### src/rtl/spi_pkg.sv
// Shared definitions for the SPI master: FSM states, mode constants and frame width.
package spi_pkg;

  // SPI mode 0: clock idles low and data is sampled on the rising edge.
  localparam logic CPOL = 1'b0;
  localparam logic CPHA = 1'b0;

  // Frame width in bits and the width of the bit counter that walks it.
  localparam int FRAME_W   = 8;
  localparam int BIT_CNT_W = $clog2(FRAME_W);

  typedef enum logic [2:0] {
    IDLE      = 3'd0,
    SETUP     = 3'd1,
    SCK_HI    = 3'd2,
    SCK_LO    = 3'd3,
    CONT_WAIT = 3'd4,
    GUARD     = 3'd5
  } spi_state_t;

endpackage

### src/rtl/spi_sck_div.sv
// Half-period counter: counts down from CLK_DIV-1 and strobes tick on the last
// cycle of every timed phase, so each phase lasts exactly CLK_DIV clk cycles.
module spi_sck_div #(
  parameter int CLK_DIV = 4
) (
  input  logic clk,
  input  logic rst_n,
  input  logic load,
  input  logic en,
  output logic tick
);

  localparam int                CNT_W  = $clog2(CLK_DIV);
  localparam logic [CNT_W-1:0]  RELOAD = CNT_W'(CLK_DIV - 1);

  logic [CNT_W-1:0] cnt_q;

  // Reload on a new transfer or at each phase end; count down only while a timed phase runs.
  always_ff @(posedge clk or negedge rst_n) begin
    if (!rst_n) begin
      cnt_q <= '0;
    end else if (load) begin
      cnt_q <= RELOAD;
    end else if (en) begin
      if (cnt_q == '0) begin
        cnt_q <= RELOAD;
      end else begin
        cnt_q <= cnt_q - CNT_W'(1);
      end
    end
  end

  assign tick = en && (cnt_q == '0);

endmodule

### src/rtl/spi_master.sv
// SPI mode-0 master: one 8-bit MSB-first frame per accepted start, optional
// SSEL hold between bytes (cont), and a guard interval after SSEL deasserts.
// Every pin-facing output comes straight from a flop.
module spi_master
  import spi_pkg::*;
#(
  parameter int CLK_DIV = 4
) (
  input  logic               clk,
  input  logic               rst_n,
  input  logic               start,
  input  logic               cont,
  input  logic [FRAME_W-1:0] tx_data,
  output logic [FRAME_W-1:0] rx_data,
  output logic               done,
  output logic               busy,
  output logic               SCK,
  output logic               MOSI,
  input  logic               MISO,
  output logic               SSEL
);

  localparam logic [BIT_CNT_W-1:0] LAST_BIT = BIT_CNT_W'(FRAME_W - 1);

  spi_state_t           state_q;
  spi_state_t           state_d;
  logic                 tick;
  logic                 start_ok;
  logic                 div_en;
  logic                 last_bit;
  logic [FRAME_W-1:0]   tx_sr_q;
  logic [FRAME_W-1:0]   rx_sr_q;
  logic [BIT_CNT_W-1:0] bit_cnt_q;
  logic                 cont_q;
  logic                 miso_s1_q;
  logic                 miso_s2_q;

  // A start is taken only when idle or parked between bytes, and never in the
  // done cycle, so a completion and a new request cannot act together.
  assign start_ok = start && !busy && !done &&
                    ((state_q == IDLE) || (state_q == CONT_WAIT));
  assign div_en   = (state_q == SETUP) || (state_q == SCK_HI) ||
                    (state_q == SCK_LO) || (state_q == GUARD);
  assign last_bit = (bit_cnt_q == LAST_BIT);

  spi_sck_div #(
    .CLK_DIV (CLK_DIV)
  ) u_div (
    .clk   (clk),
    .rst_n (rst_n),
    .load  (start_ok),
    .en    (div_en),
    .tick  (tick)
  );

  // Two-flop synchronizer for the asynchronous MISO pin.
  always_ff @(posedge clk or negedge rst_n) begin
    if (!rst_n) begin
      miso_s1_q <= 1'b0;
      miso_s2_q <= 1'b0;
    end else begin
      miso_s1_q <= MISO;
      miso_s2_q <= miso_s1_q;
    end
  end

  // FSM state register.
  always_ff @(posedge clk or negedge rst_n) begin
    if (!rst_n) begin
      state_q <= IDLE;
    end else begin
      state_q <= state_d;
    end
  end

  // Next-state logic: timed phases advance on the divider tick.
  always_comb begin
    state_d = state_q;
    case (state_q)
      IDLE, CONT_WAIT: if (start_ok) state_d = SETUP;
      SETUP:           if (tick) state_d = SCK_HI;
      SCK_HI:          if (tick) state_d = SCK_LO;
      SCK_LO: begin
        if (tick) begin
          if (!last_bit)   state_d = SCK_HI;
          else if (cont_q) state_d = CONT_WAIT;
          else             state_d = GUARD;
        end
      end
      GUARD:           if (tick) state_d = IDLE;
      default:         state_d = IDLE;
    endcase
  end

  // Shift registers, bit counter and registered pin/status outputs, updated at phase ends.
  always_ff @(posedge clk or negedge rst_n) begin
    if (!rst_n) begin
      tx_sr_q   <= '0;
      rx_sr_q   <= '0;
      bit_cnt_q <= '0;
      cont_q    <= 1'b0;
      rx_data   <= '0;
      done      <= 1'b0;
      busy      <= 1'b0;
      SCK       <= CPOL;
      MOSI      <= 1'b0;
      SSEL      <= 1'b1;
    end else begin
      done <= 1'b0;
      case (state_q)
        IDLE, CONT_WAIT: begin
          if (start_ok) begin
            MOSI      <= tx_data[FRAME_W-1];
            tx_sr_q   <= {tx_data[FRAME_W-2:0], 1'b0};
            cont_q    <= cont;
            bit_cnt_q <= '0;
            busy      <= 1'b1;
            SSEL      <= 1'b0;
            SCK       <= CPOL;
          end
        end
        SETUP: begin
          if (tick) SCK <= ~CPOL;
        end
        SCK_HI: begin
          // Sample on the last high cycle; present the next bit as SCK falls.
          if (tick) begin
            SCK     <= CPOL;
            rx_sr_q <= {rx_sr_q[FRAME_W-2:0], miso_s2_q};
            MOSI    <= tx_sr_q[FRAME_W-1];
            tx_sr_q <= {tx_sr_q[FRAME_W-2:0], 1'b0};
          end
        end
        SCK_LO: begin
          if (tick) begin
            if (!last_bit) begin
              bit_cnt_q <= bit_cnt_q + BIT_CNT_W'(1);
              SCK       <= ~CPOL;
            end else begin
              bit_cnt_q <= '0;
              rx_data   <= rx_sr_q;
              done      <= 1'b1;
              if (cont_q) begin
                busy <= 1'b0;
              end else begin
                SSEL <= 1'b1;
              end
            end
          end
        end
        GUARD: begin
          if (tick) busy <= 1'b0;
        end
        default: ;
      endcase
    end
  end

endmodule
### config.mk
export PLATFORM = sky130hd
export DESIGN_NAME = spi_master
export DESIGN_NICKNAME = d
export VERILOG_FILES = /design/src/rtl/spi_pkg.sv /design/src/rtl/spi_sck_div.sv /design/src/rtl/spi_master.sv
export SDC_FILE = /design/constraint.sdc
export NUM_CORES = 1
export LEC_CHECK = 0
export ABC_AREA = 1
export CORE_ASPECT_RATIO = 1.4
export CORE_MARGIN = 2
export CORE_UTILIZATION = 45
export DETAILED_ROUTE_END_ITERATION = 12
export MAX_ROUTING_LAYER = met4
export PLACE_DENSITY = 0.75
export RECOVER_POWER = 50
export SKIP_LAST_GASP = 1
export SYNTH_ARGS = -nofsm -noshare
export SYNTH_HDL_FRONTEND = slang
export SYNTH_HIERARCHICAL = 1
export SYNTH_SLANG_ARGS = --single-unit
### constraint.sdc
create_clock -name clk -period 2.3 [get_ports clk]
set_clock_uncertainty 0.2 [all_clocks]
set_input_delay 0.46 -clock clk [delete_from_list [all_inputs] [get_ports clk]]
set_output_delay 0.46 -clock clk [all_outputs]
set_load 0.05 [all_outputs]
# [Yosys cells after proc, flatten, opt, wreduce, memory -nomap -nowiden]
# Cells that the tools add are included.
[word_totals] out_inout_bits=13 reg_bits=40
[op_classes] addsub=2 reduce_logical=27 eq_ne=15 muxes=39
[ops] cell="$mux 3" count=9
[ops] cell="$mux 1" count=18
[ops] cell="$ne 2x2->1 const B" count=9
[ops] cell="$mux 8" count=2
[ops] cell="$pmux 8 s2" count=1
[ops] cell="$pmux 3 s5" count=1
[ops] cell="$reduce_and 6->1" count=2
[ops] cell="$reduce_and 5->1" count=2
[ops] cell="$eq 3x3->1 const B" count=3
[ops] cell="$reduce_and 3->1" count=3
[ops] cell="$eq 3x2->1 const B" count=2
[ops] cell="$mux 2" count=3
[ops] cell="$pmux 3 s2" count=1
[ops] cell="$reduce_bool 2->1" count=3
[ops] cell="$logic_and 1x1->1" count=4
[ops] cell="$logic_or 1x1->1" count=4
[ops] cell="$pmux 1 s2" count=2
[ops] cell="$pmux 1 s4" count=1
[ops] cell="$reduce_and 2->1" count=2
[ops] cell="$reduce_bool 4->1" count=1
[ops] cell="$add 3x1->3 const B" count=1
[ops] cell="$eq 3x1->1 const B" count=1
[ops] cell="$logic_not 3->1" count=1
[ops] cell="$pmux 1 s3" count=1
[ops] cell="other kinds (5)" count=6

# [Longest topological paths before layout]
[logic_depth] ltp_word=7 depth_mapped=12 mapped_depth_nobuf=12

# [Hierarchy]
# Netlist, hierarchy kept.
[modules_own_cells] mod="spi_master" seq_area_each_um2=927.1 cells_per_inst=207 area_each_um2=1724.2 instances=1
[modules_own_cells] mod="spi_sck_div" seq_area_each_um2=50.0 cells_per_inst=17 area_each_um2=117.6 instances=1

# [Worst setup path after synthesis]
# Ideal clock, no wire load.
[synth_path] path_kind="reg2reg" start="register state_q[0]" end="register SCK" stages_incl_launch_ff=13 arrival_ps=1711 setup_slack_ps=270 setup_ps=119 cell_sequence="dfrtp_1 buf_2 inv_1 o21ai_0 nand2_1 inv_1 inv_1 nand2_1 nand2_1 nor2_1 nand2_1 nand2_1 nand2_1"
[synth_via] elab_chain_cells=7 elab_cells_between_ends=21 cone_classes="10 x eq/ne; 1 x mux; 10 x reduce/logical"
[synth_rtl] element="from (decl)" line_no="spi_master.sv:25" source="spi_state_t state_q;"
[synth_rtl] element="from (signal assigned)" line_no="spi_master.sv:72" source="state_q <= state_d;"
[synth_rtl] element="$eq 3x1->1 / $eq 3x2->1 (equally long branches)" line_no="spi_master.sv:42" source="assign div_en = (state_q == SETUP) || (state_q == SCK_HI) ||"
[synth_rtl] element="$logic_or 1x1->1 (2 in a row)" line_no="spi_master.sv:42"
[synth_rtl] element="$logic_or 1x1->1 *" line_no="spi_master.sv:43" source="(state_q == SCK_LO) || (state_q == GUARD);"
[synth_rtl] element="net div_en" line_no="spi_master.sv:29" source="logic div_en;"
[synth_rtl] element="$logic_and 1x1->1 *" line_no="spi_sck_div.sv:33" source="assign tick = en && (cnt_q == '0);"
[synth_rtl] element="net tick" line_no="spi_master.sv:27" source="logic tick;"
[synth_rtl] element="$ne 2x2->1 (no line)"
[synth_rtl] element="$reduce_and 6->1 (no line) *"
[synth_rtl] element="to (signal assigned)" line_no="spi_master.sv:123" source="if (tick) SCK <= ~CPOL;"
[synth_rtl] element="to (signal assigned)" line_no="spi_master.sv:138" source="SCK <= ~CPOL;"
[synth_rtl] element="to (decl)" line_no="spi_master.sv:17" source="output logic SCK,"
# The timed path passes the listed nets; every way through them passes the cells marked *.
# A chain may end at the register's enable or synchronous reset.

# [Worst setup path after layout]
[layout_path] start="register busy" end="output port busy"
[layout_rtl] element="from (decl)" line_no="spi_master.sv:16" source="output logic busy,"
[layout_rtl] element="from (signal assigned)" line_no="spi_master.sv:104" source="busy <= 1'b0;"
[layout_rtl] element="from (signal assigned)" line_no="spi_master.sv:117" source="busy <= 1'b1;"
[layout_rtl] element="from (signal assigned)" line_no="spi_master.sv:144" source="busy <= 1'b0;"
# No word-level cell between the ends.

==> impl_metrics.json <==
{
  "cp.required_ps": 1640,
  "final_nets": 269,
  "netlist_area_sq_um": 1842,
  "clockPowerShare_pct": 21.5,
  "cts_tree": "yes",
  "status": "finished, final reports clean",
  "synth_edf_count": 0,
  "setup_violations": 0,
  "cts_buffer_depth": 2,
  "p_per_area_nw_per_um2": 1175,
  "path_depth": 1,
  "dpl.hpwl_um": 2367,
  "power_frac_seq_pct": 37.5,
  "vdd_ir_drop_max_mv": 0.7270,
  "numCtsBuffers": 5,
  "gp_congestion": 0.8974,
  "crit_fanout": 3,
  "tightest_slew_ps": 1089,
  "ys_warn_count": 6,
  "ant_nets": 0,
  "h-tree-depth": 2,
  "layout-drive-gt1-share_pct": 7.874,
  "core_sq_um": 3919,
  "die_w_um": 58.07,
  "dieArea_sq_um": 4628,
  "p_sw_mw": 1.067,
  "wl_per_cell_um": 10.91,
  "ioPinCount": 26,
  "synthTopCellsByCount": "73 x nand2_1, 38 x dfrtp_1, 29 x inv_1",
  "synth_async_sr_flop_share_pct": 100.0,
  "max_cap_violations": 0,
  "reg2reg_depth": 11,
  "hold_viol": 0,
  "grt_use_total_pct": 17.24,
  "ys_ff_latch": 39,
  "cp_top_family": "buffers and inverters",
  "synth_area_leader_cell": "dfrtp_1",
  "post_cts_resized": 0,
  "seq_area_frac_synth_pct": 53.06,
  "postSynthAreaPerCell_sq_um": 8.222,
  "power.leakage_nw": 1.125,
  "worst_path_max_delay_cell": "clkdlybuf4s50_1",
  "critPathBufInv": 1,
  "fmax_mhz": 466.8,
  "ys_types": 25,
  "drt_wl_total_um": 3241,
  "syn2layout_area_growth_pct": 21.40,
  "viasPerCell": 4.960,
  "swShare_pct": 40.59,
  "hp-class": "reg -> reg",
  "p_comb_share_pct": 41.0,
  "yosys.cell_count.top_type": "nand2_1",
  "grt_pass1_vias": 1423,
  "grt_max_degree": 22,
  "cts_num_sinks": 39,
  "whs_ps": 152.4,
  "period_share_pct": 93.15,
  "critPathKind": "reg -> out",
  "synthTopCellsByArea": "dfrtp_1 52%, nand2_1 15%, o21ai_0 7.1%",
  "synth_cells": 224,
  "post-cts-setup-buffers": 0,
  "gr-total-overflow": 0,
  "ctsHoldBuffers": 1,
  "vias": 1473,
  "cts-root-buf": "clkbuf_8",
  "firstDrtPassIters": 4,
  "report.final.slew_viol_count": 0,
  "slowest_delay_ps": 810,
  "worstPathCellList": "clkdlybuf4s50_1",
  "drt_iter0_markers": 14,
  "fin_crit_ps": 2142,
  "p_int_mw": 1.561,
  "drc": 0,
  "start_kind": "flip-flop",
  "fillCellCount": 363,
  "portBuffers": 25,
  "tns_ps": 0,
  "grt_first_pass_wirelength_um": 5934,
  "worstPathArrival_ps": 1480,
  "synthesis.nets": 240,
  "critPathCaptureType": "output pin",
  "clkSlewWorstSetupHoldPaths_ps": 80,
  "rsz0062_at_grt": "false",
  "slew_headroom_pct": 27.42,
  "row_count": 27,
  "clk_latency_ps": 290,
  "die_y_um": 79.70,
  "start_util_pct": 47.00,
  "hold_depth": 0,
  "yosysTopAreaCellShare_pct": 51.63,
  "n_antenna_cell": 0,
  "synth_flop_cell": "dfrtp_1",
  "antenna_found_initial": 0
}
[cells by family after synthesis]
logic type / Yosys count / synth area share [%]
and+or+nand+nor: 105 / 25.14
AOI/OAI and AO/OA: 40 / 11.35
DFF: 39 / 53.06
buffers and inverters: 37 / 8.424
adders and majority gates: 3 / 2.038
[final cells by class]
class	count	area, sq um	area share, %
Multi-Input combinational cell	148	700.7	31.34
Clock inverter	3	43.79	1.959
Sequential cell	39	977.2	43.70
Inverter	31	116.4	5.204
Clock buffer	5	68.82	3.078
Tap cell	43	53.80	2.406
Timing Repair Buffer	28	275.3	12.31
[power by group through the flow]
| stage | Combinational [mW] | Clock [mW] | Sequential (mW) |
|---|---|---|---|
| finish | 1.08 | 0.565 | 0.985 |
| global route | 1.25 | 0.611 | 1.01 |
| CTS | 1.10 | 0.584 | 0.990 |
| detailed placement | 1.09 | 0 | 1.00 |
| global placement | 1.07 | 0 | 0.997 |
| floorplan | 0.783 | 0 | 1.07 |
[metal layers]
layer | vias up | track usage (%) | wire length (um)
li1 | 761 | - | -
met1 | 681 | 19.08 | 1394
met2 | 24 | 28.41 | 1652
met3 | 7 | 5.024 | 124
met4 | 0 | 7.907 | 69
met5 | - | - | 0
[registers in the layout, indices dropped and copies added (netlist names)]
signal / count
tx_sr_q: 7
SCK: 1
MOSI: 1
busy: 1
rx_data: 8
miso_s2_q: 1
bit_cnt_q: 3
state_q: 3
u_div/cnt_q: 2
cont_q: 1
rx_sr_q: 8
miso_s1_q: 1
done: 1
SSEL: 1
[through the flow]
stage                     cells  setup slack (ps)  area [sq um]  utilization, %  power [mW]
after floorplan             224             270.0          1842               -       1.851
after global placement      288             376.9          2127           54.28       2.069
after detailed placement    288             290.7          2127           54.28       2.095
after CTS                   297             150.6          2250           57.41       2.673
after global routing        297             36.97          2236           57.06       2.869
final                       297             157.6          2236           57.06       2.628
[path summary, 6_finish.rpt]
check                            from         end  slack [ps]
setup / recovery                 busy        busy         160
hold / removal              miso_s1_q   miso_s2_q         150
setup reg to reg           state_q[0]         SCK         300
hold reg to reg             miso_s1_q   miso_s2_q         150
max in group asynchronous       rst_n  tx_sr_q[1]         550
min in group asynchronous       rst_n        busy         680
[layout by cell type, fill, tap and decap left out, drive strengths merged]
cell	instances
dfstp	1
bufinv	1
ha	3
nor2	13
clkinv	2
clkdlybuf4s50	22
inv	31
nand3	12
clkbuf	7
o21a	1
nand2	76
or2	1
dfrtp	38
a21oi	4
buf	2
nand4	3
o211ai	1
o21ai	34
dlygate4sd3	2
(Power assumes the default switching activity.)
